`src/rtl/dmem_pkg.sv`:
```
// Shared types and helpers for the two-requester data-memory arbiter.
package dmem_pkg;

  // Access size encoding, shared by requesters and the memory port.
  typedef enum logic [1:0] {
    WORD    = 2'b00,
    HALF    = 2'b01,
    BYTE    = 2'b10,
    ILLEGAL = 2'b11
  } size_e;

  // Arbiter sequencing: one access occupies IDLE -> ACCESS -> RESP.
  typedef enum logic [1:0] {
    IDLE   = 2'b00,
    ACCESS = 2'b01,
    RESP   = 2'b10
  } state_e;

  localparam int N_REQ = 2;

  // Misaligned halves/words and the reserved size code never reach memory.
  function automatic logic is_illegal(input size_e size, input logic [1:0] addr_lo);
    case (size)
      WORD:    return addr_lo != 2'b00;
      HALF:    return addr_lo[0];
      BYTE:    return 1'b0;
      default: return 1'b1;
    endcase
  endfunction

  // Pick the memory read lane matching the access size, zero-extended.
  function automatic logic [31:0] load_extend(input size_e size,
                                              input logic [31:0] rd_word,
                                              input logic [15:0] rd_half,
                                              input logic [7:0] rd_byte);
    case (size)
      WORD:    return rd_word;
      HALF:    return {16'h0000, rd_half};
      BYTE:    return {24'h000000, rd_byte};
      default: return 32'h0000_0000;
    endcase
  endfunction

endpackage

```
`src/rtl/dmem_arbiter_if.sv`:
```
// Requester-side bus of the data-memory arbiter: two request lanes plus
// a shared response data bus.
interface dmem_arbiter_if #(
  parameter int ADDR_W = 32,
  parameter int DATA_W = 32
);
  logic [1:0]             m_valid;
  logic [1:0]             m_ready;
  logic [1:0]             m_we;
  logic [1:0][1:0]        m_size;
  logic [1:0][ADDR_W-1:0] m_addr;
  logic [1:0][DATA_W-1:0] m_wdata;
  logic [1:0]             m_rvalid;
  logic [1:0]             m_err;
  logic [DATA_W-1:0]      m_rdata;

  // Requesters drive requests and observe accepts/responses.
  modport master (
    output m_valid, m_we, m_size, m_addr, m_wdata,
    input  m_ready, m_rvalid, m_err, m_rdata
  );

  // The arbiter consumes requests and produces accepts/responses.
  modport slave (
    input  m_valid, m_we, m_size, m_addr, m_wdata,
    output m_ready, m_rvalid, m_err, m_rdata
  );
endinterface

```
`src/rtl/rr_arb2.sv`:
```
// Two-way round-robin selector: on contention the requester that did not
// win last time is chosen; a lone request always wins.
module rr_arb2 (
  input  logic [1:0] req,
  input  logic       last_grant,
  output logic [1:0] grant
);

  // One-hot (or zero) grant from the request pair and last winner.
  always_comb begin
    grant = 2'b00;
    if (req == 2'b11) begin
      grant = last_grant ? 2'b01 : 2'b10;
    end else begin
      grant = req;
    end
  end

endmodule

```
`src/rtl/dmem_arbiter.sv`:
```
// Data-memory arbiter: shares one memory port between the core LSU
// (requester 0) and the debug/DMA port (requester 1). Each access takes
// three cycles: accept, memory access, response.
module dmem_arbiter
  import dmem_pkg::*;
#(
  parameter int ADDR_W = 32,
  parameter int DATA_W = 32
) (
  input  logic              clk,
  input  logic              resetn,
  dmem_arbiter_if.slave     bus,
  output logic              mem_memwrite,
  output logic [ADDR_W-1:0] mem_addr,
  output logic [1:0]        mem_load_type,
  output logic [1:0]        mem_store_type,
  output logic [DATA_W-1:0] mem_wdata,
  input  logic [31:0]       mem_rdata_word,
  input  logic [15:0]       mem_rdata_half,
  input  logic [7:0]        mem_rdata_byte
);

  state_e              state_reg;
  logic                last_grant_reg;
  logic                gnt_id_reg;
  logic                we_reg;
  size_e               size_reg;
  logic [ADDR_W-1:0]   addr_reg;
  logic [DATA_W-1:0]   wdata_reg;
  logic                illegal_reg;
  logic                memwrite_reg;
  logic [1:0]          rvalid_reg;
  logic [1:0]          err_reg;
  logic [DATA_W-1:0]   rdata_reg;

  logic [1:0]          grant;
  logic                sel_id;
  size_e               sel_size;
  logic                sel_illegal;

  rr_arb2 u_rr_arb2 (
    .req        (bus.m_valid),
    .last_grant (last_grant_reg),
    .grant      (grant)
  );

  // Decode the winning lane and pre-check its legality for the accept edge.
  always_comb begin
    sel_id      = grant[1];
    sel_size    = size_e'(bus.m_size[sel_id]);
    sel_illegal = is_illegal(sel_size, bus.m_addr[sel_id][1:0]);
  end

  // Accept is only offered while idle; the response and write strobes are
  // also masked by reset so an abandoned transaction has no visible effect
  // in the cycle reset is asserted.
  assign bus.m_ready    = (state_reg == IDLE && resetn) ? grant : 2'b00;
  assign bus.m_rvalid   = resetn ? rvalid_reg : 2'b00;
  assign bus.m_err      = resetn ? err_reg : 2'b00;
  assign bus.m_rdata    = rdata_reg;
  assign mem_memwrite   = memwrite_reg & resetn;
  assign mem_addr       = addr_reg;
  assign mem_wdata      = wdata_reg;
  assign mem_load_type  = size_reg;
  assign mem_store_type = size_reg;

  // Sequencer: latch the granted request, run the memory access, respond.
  always_ff @(posedge clk) begin
    if (!resetn) begin
      state_reg      <= IDLE;
      last_grant_reg <= 1'b1;
      gnt_id_reg     <= 1'b0;
      we_reg         <= 1'b0;
      size_reg       <= WORD;
      addr_reg       <= '0;
      wdata_reg      <= '0;
      illegal_reg    <= 1'b0;
      memwrite_reg   <= 1'b0;
      rvalid_reg     <= 2'b00;
      err_reg        <= 2'b00;
      rdata_reg      <= '0;
    end else begin
      case (state_reg)
        IDLE: begin
          if (|bus.m_valid) begin
            state_reg      <= ACCESS;
            last_grant_reg <= sel_id;
            gnt_id_reg     <= sel_id;
            we_reg         <= bus.m_we[sel_id];
            size_reg       <= sel_size;
            addr_reg       <= bus.m_addr[sel_id];
            wdata_reg      <= bus.m_wdata[sel_id];
            illegal_reg    <= sel_illegal;
            memwrite_reg   <= bus.m_we[sel_id] & ~sel_illegal;
          end
        end
        ACCESS: begin
          state_reg    <= RESP;
          memwrite_reg <= 1'b0;
          rvalid_reg   <= gnt_id_reg ? 2'b10 : 2'b01;
          err_reg      <= illegal_reg ? (gnt_id_reg ? 2'b10 : 2'b01) : 2'b00;
          if (illegal_reg || we_reg) begin
            rdata_reg <= '0;
          end else begin
            rdata_reg <= load_extend(size_reg, mem_rdata_word, mem_rdata_half, mem_rdata_byte);
          end
        end
        RESP: begin
          state_reg  <= IDLE;
          rvalid_reg <= 2'b00;
          err_reg    <= 2'b00;
        end
        default: begin
          state_reg <= IDLE;
        end
      endcase
    end
  end

endmodule
```
`src/flat_wrapper.sv`:
```
// flat-port wrapper written by rule: the top's interface ports become plain ports
module dmem_arbiter_flat import dmem_pkg::*;
#(
  parameter int ADDR_W = 32,
  parameter int DATA_W = 32
)
  (clk, resetn, mem_memwrite, mem_addr, mem_load_type, mem_store_type, mem_wdata, mem_rdata_word, mem_rdata_half, mem_rdata_byte, bus_m_valid, bus_m_we, bus_m_size, bus_m_addr, bus_m_wdata, bus_m_ready, bus_m_rvalid, bus_m_err, bus_m_rdata);
  dmem_arbiter_if #(.ADDR_W(ADDR_W), .DATA_W(DATA_W)) bus_i ();
  input  logic clk;
  input  logic resetn;
  output logic mem_memwrite;
  output logic [ADDR_W-1:0] mem_addr;
  output logic [1:0] mem_load_type;
  output logic [1:0] mem_store_type;
  output logic [DATA_W-1:0] mem_wdata;
  input  logic [31:0] mem_rdata_word;
  input  logic [15:0] mem_rdata_half;
  input  logic [7:0] mem_rdata_byte;
  input wire logic [$bits(bus_i.m_valid)-1:0] bus_m_valid;
  input wire logic [$bits(bus_i.m_we)-1:0] bus_m_we;
  input wire logic [$bits(bus_i.m_size)-1:0] bus_m_size;
  input wire logic [$bits(bus_i.m_addr)-1:0] bus_m_addr;
  input wire logic [$bits(bus_i.m_wdata)-1:0] bus_m_wdata;
  output wire logic [$bits(bus_i.m_ready)-1:0] bus_m_ready;
  output wire logic [$bits(bus_i.m_rvalid)-1:0] bus_m_rvalid;
  output wire logic [$bits(bus_i.m_err)-1:0] bus_m_err;
  output wire logic [$bits(bus_i.m_rdata)-1:0] bus_m_rdata;
  assign bus_i.m_valid = bus_m_valid;
  assign bus_i.m_we = bus_m_we;
  assign bus_i.m_size = bus_m_size;
  assign bus_i.m_addr = bus_m_addr;
  assign bus_i.m_wdata = bus_m_wdata;
  assign bus_m_ready = bus_i.m_ready;
  assign bus_m_rvalid = bus_i.m_rvalid;
  assign bus_m_err = bus_i.m_err;
  assign bus_m_rdata = bus_i.m_rdata;
  dmem_arbiter #(.ADDR_W(ADDR_W), .DATA_W(DATA_W)) u_core (.clk(clk), .resetn(resetn), .bus(bus_i), .mem_memwrite(mem_memwrite), .mem_addr(mem_addr), .mem_load_type(mem_load_type), .mem_store_type(mem_store_type), .mem_wdata(mem_wdata), .mem_rdata_word(mem_rdata_word), .mem_rdata_half(mem_rdata_half), .mem_rdata_byte(mem_rdata_byte));
endmodule
```
`config.mk`:
```
export PLATFORM = sky130hd
export DESIGN_NAME = dmem_arbiter_flat
export DESIGN_NICKNAME = d
export VERILOG_FILES = /design/src/rtl/dmem_pkg.sv /design/src/rtl/dmem_arbiter_if.sv /design/src/rtl/rr_arb2.sv /design/src/rtl/dmem_arbiter.sv /design/src/flat_wrapper.sv
export SDC_FILE = /design/constraint.sdc
export NUM_CORES = 1
export LEC_CHECK = 0
export BUFFER_PORTS_ARGS = -buffer_cell sky130_fd_sc_hd__buf_2
export CORE_AREA = 2 2 115 117
export DETAILED_ROUTE_END_ITERATION = 8
export DIE_AREA = 0 0 117 119
export GPL_TIMING_DRIVEN = 0
export HOLD_SLACK_MARGIN = 0.06
export PLACE_DENSITY = 0.71
export SKIP_CTS_REPAIR_TIMING = 1
export SLEW_MARGIN = 20
export SYNTH_ARGS = -nofsm -noshare
export SYNTH_HDL_FRONTEND = slang
export SYNTH_SLANG_ARGS = --single-unit
```
`constraint.sdc`:
```
create_clock -name clk -period 2.5 [get_ports clk]
set_input_delay 0.5 -clock clk [delete_from_list [all_inputs] [get_ports clk]]
set_output_delay 0.5 -clock clk [all_outputs]
set_load 0.005 [all_outputs]
```
== Yosys cells after proc, flatten, opt, wreduce, memory -nomap -nowiden ==
Cells that the tools add are included.
Storage, ports and cells
  register bits after elaboration: 109
  output and inout port bits: 107
Cells by class
  $lt $le $gt $ge: 1
  equality and inequality tests: 8
  multiplexer cells: 24
  bitwise operators: 3
  reduce and logical (&&, ||, !) cells: 11
Operators with widths (number)
  32-bit 2-to-1 mux: 5
  32-bit one-hot mux with 3 select lines: 1
  2-bit 2-to-1 mux: 10
  2-bit one-hot mux with 2 select lines: 3
  2-bit == test, second input constant: 4
  2-bit by 1-bit == test with 1-bit output, second input constant: 3
  2-bit logical NOT: 3
  2-bit nonzero test: 3
  2-bit AND reduction: 2
  1-bit 2-to-1 mux: 3
  1-bit one-hot mux with 3 select lines: 1
  1-bit AND: 2
  1-bit by 2-bit less-than comparator with 1-bit output, second input constant: 1
  2-bit != test, second input constant: 1
  1-bit one-hot mux with 2 select lines: 1
  2-bit OR reduction: 1
  1-bit logical AND: 1
  1-bit logical OR: 1
  1-bit NOT: 1

== Logic depth before layout (Yosys ltp) ==
  depth in word-level cells: 10
  depth in mapped cells: 8

== Hierarchy ==
From an unflattened synthesis, not the netlist that was laid out.
Second synthesis, totals
  cells, all modules: 514
  area total of the unflattened synthesis: 5119.9 um^2
By module, submodules not included
  dmem_arbiter: instances 1, cells an instance 511, area each 5101.1 um^2, seq. area each 2182.1 um^2
  rr_arb2: instances 1, cells an instance 3, area each 18.8 um^2, seq. area each 0.0 um^2

== Least setup slack after synthesis ==
Ideal clock, no wire load.
  path type: input to output
  start point: input bus_m_valid[1]
  end point: output bus_m_ready[1]
  arrival time: 1152 ps
  required time: 2000 ps
  setup slack: 848 ps
  cell stages on the path: 4
  buffers on the path: 2
  cells stage by stage: a21boi_2 -> buf_4 -> buf_4 -> nor2b_1
On the way
  cells in the longest elaborated chain, start to end: 3
Ends and longest elaborated chain
  start: declaration: RTL line flat_wrapper.sv:19  | input wire logic [$bits(bus_i.m_valid)-1:0] bus_m_valid;
  2-bit == test: RTL line rr_arb2.sv:12  | if (req == 2'b11) begin
  2-bit 2-to-1 mux *: RTL line rr_arb2.sv:12
  2-bit 2-to-1 mux *: RTL line dmem_arbiter.sv:57  | assign bus.m_ready = (state_reg == IDLE && resetn) ? grant : 2'b00;
  end: declaration: RTL line flat_wrapper.sv:24  | output wire logic [$bits(bus_i.m_ready)-1:0] bus_m_ready;
Mark *: on every way between the ends. The rest lies on a longest branch, timed or not.

== Final worst setup path ==
  start point: register u_core.last_grant_reg
  end point: output bus_m_ready[1]
On the way
  cells in the longest elaborated chain, start to end: 3
Ends and longest elaborated chain
  start: declaration: RTL line dmem_arbiter.sv:24  | logic last_grant_reg;
  start signal: assignment: RTL line dmem_arbiter.sv:87  | last_grant_reg <= sel_id;
  2-bit 2-to-1 mux: RTL line rr_arb2.sv:13  | grant = last_grant ? 2'b01 : 2'b10;
  2-bit 2-to-1 mux: RTL line rr_arb2.sv:12
  2-bit 2-to-1 mux: RTL line dmem_arbiter.sv:57
No other way between the ends.

==> results.toml <==
[routing]
m1WireLength_um = 5880
antenna_left = 0
met2_length_um = 7220
drt_pre_antenna_iters = 4
viasPerCell = 4.88
via_count = 4738
drt-initial-drc-count = 128
wirelength_um = 14500
wl_per_cell_um = 15.0
drc = 0
top_layer = "met4"
wl_met3_um = 1120

[cells_and_area]
nFillCells = 1257
layout.nets = 987
post-route-util_pct = 53.9
layout-drive-gt1-share_pct = 43.6
final_cell_count_no_fill = 971
area_growth_syn_to_layout_pct = 41.4
diodes = 0
final_area_um2 = 6940

[min_path]
hold_class = "in2reg"

[clock_tree]
cts_buffer_depth = 2
htree_levels = 3
tritoncts = "yes"
cts_made_buffers = 9
clock-root-buffer = "clkbuf_16"
clk_latency_ns = 0.35
cts.clk_slew.worst_paths_ns = 0.07
clock-sinks = 109

[grt]
grt_first_pass_wirelength_um = 21600
grt_max_degree = 19
grt.total_usage_pct = 20.0
overflow = 0
grt_pass1_vias = 4447
antenna_found_initial = 0

[synthesis]
syn-num-nets = 676
synth-seq-cells = 109
synth_cell_types = 36
syn_inst = 479
synth_area_leaders = "dfxtp_1, mux2i_1, o211a_1"
synth_top_cell_by_area = "dfxtp_1"
syn_avg_cell_area_um2 = 10.2
async_flop_share_pct = 0
netlist_area_um2 = 4910
ys_warn_count = 0
synth_edf_count = 0
synth_top_area_share_pct = 44.5
yosysSeqAreaShare_pct = 44.5
ys.flop_type = "dfxtp_1"

[outcome]
status = "complete, no violations"

[critical_path]
required_ns = 2.00
critPathKind = "reg2out"
crit_path_start_kind = "flop"
crit_fanout = 10
end_kind = "output pin"
cp.arrival_ns = 1.61

[timing]
fin_worst_skew_ns = 0.00647
finalSetupTns_ns = 0
post-route-min-period_ns = 2.11
worst_slew_pin_slew_ns = 0.641
slew_violations = 0
post-route-period-util_pct = 84.2
setup_violations = 0
hold_viol = 0
slew_headroom_pct = 57.3
clock.fmax_ghz = 0.475
rsz0062_at_grt = "false"
worst_hold_slack_ns = 0.351

[placed_design]
placedCellCount = 955
placed_cell_area_um2 = 6630
dp_hpwl_um = 11400
gp_routability_congestion = 0.772
io_buffers = 300

[power]
p_per_area_nw_per_um2 = 661
ir_drop_v = 0.000401
leakage_nw = 3.99

[floorplan]
rows = 42
die_area_um2 = 13900
die_w_um = 117
start_util_pct = 38.1
core_area_um2 = 12900
die_h_um = 119
io_pins = 301

[run]
maxCapViolations = 0
## through the flow
stage | total power (W) | worst slack, ns
after floorplan | 0.00266 | 0.848
after detailed placement | 0.00316 | 0.381
after global routing | 0.00482 | 0.294
final | 0.00459 | 0.394
after global placement | 0.00315 | 0.388
after CTS | 0.00464 | 0.351
## report_power, final
part	switching, W	leakage, nW	total (W)	internal, W
Clock	0.000664	0.145	0.00148	0.000811
Sequential	0.0000999	0.899	0.00203	0.00193
Combinational	0.000540	2.94	0.00108	0.000544
Total	0.00130	3.99	0.00459	0.00328
## worst paths after layout
kind / depth (start not counted) / start / end / slack [ns]
min reg2reg: 2 / u_core.err_reg[1] / u_core.err_reg[1] / 0.48
max reg2reg: 7 / u_core.state_reg[0] / u_core.mem_wdata[29] / 0.55
min: 2 / mem_rdata_word[20] / u_core.bus.m_rdata[20] / 0.35
max: 5 / u_core.last_grant_reg / bus_m_ready[1] / 0.39
## synth_stat cells (2+ instances only)
library cell    n
mux2i_1        75
ha_1            3
nand2_1        79
nand3_1         3
o21ai_0        10
buf_2          14
dfxtp_1       109
nor2_1          7
buf_1           4
and2_1          6
nand2b_1        3
buf_4           9
a22o_1         40
a21oi_1         3
inv_1           5
o211a_1        66
o21a_1          2
a21boi_0        2
clkbuf_1       15
nor2b_1         8
## metal layers
layer	up-vias	track usage, %
met3	19	5.19
li1	2372	-
met5	-	0
met1	2154	22.3
met4	0	7.65
met2	193	35.9
## critical path, cell delays in order (launching register included)
cell and delay [ns]:
dfxtp_1 0.32, a21boi_2 0.11, buf_4 0.22, buf_4 0.23, nor2b_1 0.23, buf_2 0.15
## kinds of logic after synthesis
| family | after synthesis | synth area share, % |
|---|---|---|
| AO/OA/AOI/OAI | 130 | 23.9 |
| flip-flops | 109 | 44.5 |
| multiplexers | 76 | 15.5 |
| buffers and inverters | 49 | 4.94 |
| adder cells (fa/ha/maj) | 3 | 0.765 |
| AND/OR/NAND/NOR | 112 | 10.4 |
## placed cells by master (no fill, tap or decap), types with 3 or more instances in the layout
master	count
dfxtp_1	109
and2_1	6
a22o_1	40
nor2_1	7
o21ai_0	10
inv_1	5
nand2_1	79
mux2i_1	75
nor2b_1	8
ha_1	3
clkbuf_1	15
o211a_1	66
nand2b_1	3
buf_1	4
buf_4	9
clkbuf_16	9
buf_2	314
nand3_1	3
a21oi_1	3
## cell type report
type	instances	area, um2	area share [%]
plain buffers	43	220	3.17
well taps	176	220	3.17
clock buffers	10	239	3.44
inverters	6	22.5	0.324
clock inverters	6	71.3	1.03
flip-flops and latches	109	2180	31.4
repair buffers	300	1500	21.6
multi-input cells	321	2480	35.8
No activity file was read; power rests on OpenSTA's default activity.
